`config.mk`:
```
export PLATFORM = sky130hd
export DESIGN_NAME = fifo
export DESIGN_NICKNAME = d
export VERILOG_FILES = /design/src/rtl/fifo.sv
export SDC_FILE = /design/constraint.sdc
export NUM_CORES = 1
export LEC_CHECK = 0
export BUFFER_PORTS_ARGS = -buffer_cell sky130_fd_sc_hd__clkbuf_2
export CAP_MARGIN = 20
export CORE_AREA = 2 2 112 60
export DETAILED_ROUTE_END_ITERATION = 10
export DIE_AREA = 0 0 114 62
export GPL_ROUTABILITY_DRIVEN = 0
export PLACE_DENSITY = 0.71
export SLEW_MARGIN = 20
export SYNTH_ARGS = -nofsm -noshare
export SYNTH_HDL_FRONTEND = slang
export SYNTH_SLANG_ARGS = --single-unit
```
`constraint.sdc`:
```
create_clock -name i_clk -period 4 [get_ports i_clk]
set_clock_uncertainty 0.15 [all_clocks]
set_input_delay 1 -clock i_clk [delete_from_list [all_inputs] [get_ports i_clk]]
set_output_delay 1 -clock i_clk [all_outputs]
set_load 0.05 [all_outputs]
```
`src/rtl/fifo.sv`:
```
// Synchronous single-clock FIFO with first-word fall-through head output.
// Optional feature macro: FIFO_ERR_FLAGS_EN adds sticky o_overflow/o_underflow.
//
// Ports:
//   i_clk, i_reset   clock and synchronous active-high reset
//   o_full, o_empty  occupancy status decoded from the registered count
//   i_enq_data       word to enqueue
//   i_enq_en         enqueue request; accepted when o_enq_rdy
//   o_enq_rdy        ~o_full
//   o_out_data       head-of-queue word, 0 when empty
//   i_deq_en         dequeue request; accepted when o_deq_rdy
//   o_deq_rdy        ~o_empty
//   o_overflow       (FIFO_ERR_FLAGS_EN) sticky: enqueue requested while full
//   o_underflow      (FIFO_ERR_FLAGS_EN) sticky: dequeue requested while empty
module fifo #(
    parameter int unsigned p_WORD_LEN  = 8,
    parameter int unsigned p_FIFO_SIZE = 8
) (
    input  logic                  i_clk,
    input  logic                  i_reset,
    output logic                  o_full,
    output logic                  o_empty,
    input  logic [p_WORD_LEN-1:0] i_enq_data,
    input  logic                  i_enq_en,
    output logic                  o_enq_rdy,
    output logic [p_WORD_LEN-1:0] o_out_data,
    input  logic                  i_deq_en,
    output logic                  o_deq_rdy
`ifdef FIFO_ERR_FLAGS_EN
    ,
    output logic                  o_overflow,
    output logic                  o_underflow
`endif
);

    localparam int unsigned PTR_W = $clog2(p_FIFO_SIZE);
    localparam int unsigned CNT_W = $clog2(p_FIFO_SIZE) + 1;
    localparam logic [PTR_W-1:0] LAST_IDX = PTR_W'(p_FIFO_SIZE - 1);
    localparam logic [CNT_W-1:0] FULL_CNT = CNT_W'(p_FIFO_SIZE);

    logic [p_WORD_LEN-1:0] mem [p_FIFO_SIZE];
    logic [PTR_W-1:0]      wr_ptr;
    logic [PTR_W-1:0]      rd_ptr;
    logic [CNT_W-1:0]      count;
    logic                  enq_fire;
    logic                  deq_fire;

    // Status and handshake decode, all from registered state only
    assign o_full     = (count == FULL_CNT);
    assign o_empty    = (count == '0);
    assign o_enq_rdy  = ~o_full;
    assign o_deq_rdy  = ~o_empty;
    assign enq_fire   = i_enq_en & o_enq_rdy;
    assign deq_fire   = i_deq_en & o_deq_rdy;
    assign o_out_data = o_empty ? '0 : mem[rd_ptr];

    // Storage is never cleared; stale words are masked by o_empty
    always_ff @(posedge i_clk) begin
        if (!i_reset && enq_fire) begin
            mem[wr_ptr] <= i_enq_data;
        end
    end

    // Pointers wrap by explicit compare so non-power-of-two depths work
    always_ff @(posedge i_clk) begin
        if (i_reset) begin
            wr_ptr <= '0;
            rd_ptr <= '0;
            count  <= '0;
        end else begin
            if (enq_fire) begin
                wr_ptr <= (wr_ptr == LAST_IDX) ? '0 : wr_ptr + PTR_W'(1);
            end
            if (deq_fire) begin
                rd_ptr <= (rd_ptr == LAST_IDX) ? '0 : rd_ptr + PTR_W'(1);
            end
            case ({enq_fire, deq_fire})
                2'b10:   count <= count + CNT_W'(1);
                2'b01:   count <= count - CNT_W'(1);
                default: count <= count;
            endcase
        end
    end

`ifdef FIFO_ERR_FLAGS_EN
    // Sticky misuse flags, cleared only by reset
    always_ff @(posedge i_clk) begin
        if (i_reset) begin
            o_overflow  <= 1'b0;
            o_underflow <= 1'b0;
        end else begin
            if (i_enq_en && o_full) begin
                o_overflow <= 1'b1;
            end
            if (i_deq_en && o_empty) begin
                o_underflow <= 1'b1;
            end
        end
    end
`endif

endmodule

```
==> run metrics <==
DR iter-0 viols=76; final design utilization=58.1%; TNS Setup=0 ps; Hold Buf Count CTS=0; final worst path period share=84.4%; mapped cell area=3160 sq um; Power Internal=1.58 mW; placed inst area=3370 sq um; Initial Util=50.6%; Port-buffer cells=23; Hold WC Path Type=reg2reg; post-cts sizing count=0; Fmax=0.296 GHz; placed cells=282; peak supply drop=353 uV; Post-route DRC=0; nets=233; Critical Path RT=2850 ps; RSZ-0062 raised after global routing=false; WL final=5760 um; initial antenna violation count=0; layout cell share with drive strength beyond 1=25.7%; crit start category=flop; Place WS=892 ps; status=completed; number of global-route vias before repair=1523; crit path DAT=2230 ps; cell area after layout=3640 sq um; clk sinks=77; 1st-pass router iterations=4; WHS=335 ps; via count=1648; cell count after synthesis=180; Hold Vio Cnt, Final=0; Max Transition Viols Final=0; synthesized flop and latch total=77; area of the core=6250 sq um; syn nets=200; number of antenna diodes=0; largest net degree at the start of global routing=17; Comb pwr share=30.1%; Worst-Margin Slew=854 ps; Max-slew headroom=42.9%; layout overhead on the synthesized area=15.0%; Seq pwr share=40.3%; Total GRT Usage=18.6%; YS warnings=0; # rows=21; Die Ht=62 um; CTS tree=built; I/O pin cnt=24; first-pass GRT wire length=8810 um; H-tree depth=3; post-route minimum period=3380 ps; Leak=1.28 nW; Distinct cells, synth=29; antenna-violating nets left=0; WS Path Type=reg2out; switch share=34.0%; setup bufs post-CTS=0; clock power share=29.6%; PnR worst setup slack=625 ps; drt wl/cell=19.3 um; CTS buffer count=9; Non-Filler Instances=298; Final HPWL DP=3810 um; Die W=114 um; sw power=815 uW; sequential share of the synthesized area=69.0%; Final setup viols=0; Max Cap Viol=0; Max Root-Sink Buffers=2; GR Overflow Total=0; worst skew pair latency=320 ps; CP Capture Type=output port; routed vias/inst=5.53; crit-path max FO=9; die area=7070 sq um; Reg clk slew, reported paths=50 ps; Power per Cell Area=660 nW/um^2; syn_area_per_cell=17.6 sq um; clk root buf=clkbuf_16; Power, Total=2.40 mW
layout make-up:
cell class,instances,area (sq um)
multi-input cells,89,900
repair buffers,30,168
inverters,6,22.5
clock buffers,14,254
clock inverters,2,10.0
fillers,496,2620
flip-flops and latches,77,2180
well taps,80,100
cells in the mapped netlist (all sizes together):
cell | number | share of area (%)
edfxtp | 64 | 61
clkinv | 1 | 0.12
mux2i | 10 | 3.2
nand3 | 1 | 0.16
mux4 | 16 | 12
or4b | 1 | 0.32
nand4b | 3 | 0.83
xor2 | 2 | 0.55
buf | 7 | 1.7
clkbuf | 1 | 0.12
and3 | 1 | 0.20
nand2b | 2 | 0.40
o31ai | 1 | 0.24
nor2 | 21 | 2.5
ha | 7 | 2.8
fa | 1 | 0.63
nor3 | 2 | 0.32
nand2 | 7 | 1.6
a21oi | 9 | 1.4
inv | 5 | 0.59
or4 | 2 | 0.47
or3 | 3 | 0.79
dfxtp | 13 | 8.2
per-layer routing:
metal,global-route usage [%],vias to the layer above,routed length (um)
met5,0,-,0
met4,6.79,0,51
met3,6.79,6,282
met2,25.1,39,2350
met1,27.9,834,3080
li1,-,769,-
power groups by stage:
stage / Sequential [mW] / Combinational [mW] / Clock (mW)
floorplan: 0.950 / 0.619 / 0
CTS: 0.969 / 0.729 / 0.726
detailed placement: 0.985 / 0.727 / 0
finish: 0.967 / 0.723 / 0.709
global placement: 0.984 / 0.717 / 0
global route: 0.977 / 0.787 / 0.763
sequential cells by signal, indices dropped and copies added, names as in the netlist, named ones only:
register	flops
mem	64
rd_ptr	3
count	4
wr_ptr	3
path summary, 6_finish.rpt:
check             endpoint  startpoint  cells after the start  slack, ps
max reg2reg       count[3]    count[1]                      9       1160
max          o_out_data[2]        flop                      5        620
min reg2reg      rd_ptr[1]   rd_ptr[1]                      2        330
min              rd_ptr[1]   rd_ptr[1]                      2        330
layout by cell type (no fill, tap or decap), types with 2 or more instances in the layout:
master,Yosys,routed
edfxtp_1,64,64
clkbuf_2,0,23
nor2_1,21,21
dfxtp_1,13,13
mux4_2,10,10
mux2i_1,10,10
a21oi_1,9,9
clkbuf_16,0,9
ha_1,7,7
buf_4,0,7
mux4_1,6,6
inv_1,5,5
nand2_1,5,5
clkbuf_1,1,4
nand4b_1,3,3
or4_1,2,2
nand2b_1,2,2
nor3_1,2,2
xor2_1,2,2
clkinv_2,0,2
worst max-delay path, stage by stage (launching register included):
cell,delay [ps]
dfxtp_1,610
buf_4,300
mux4_1,560
mux2i_1,140
nor2_1,50
clkbuf_2,240
cells by family (layout without fill, tap and decap cells):
family / count (synthesis) / count (layout) / synth area share (%)
XOR/XNOR: 2 / 2 / 0.554
buffers and inverters: 14 / 52 / 2.53
AO/OA/AOI/OAI: 10 / 10 / 1.66
flip-flops: 77 / 77 / 69.0
multiplexers: 26 / 26 / 15.3
AND/OR/NAND/NOR: 43 / 43 / 7.56
adder cells (fa/ha/maj): 8 / 8 / 3.40
Power figures use the tool's default switching activity.
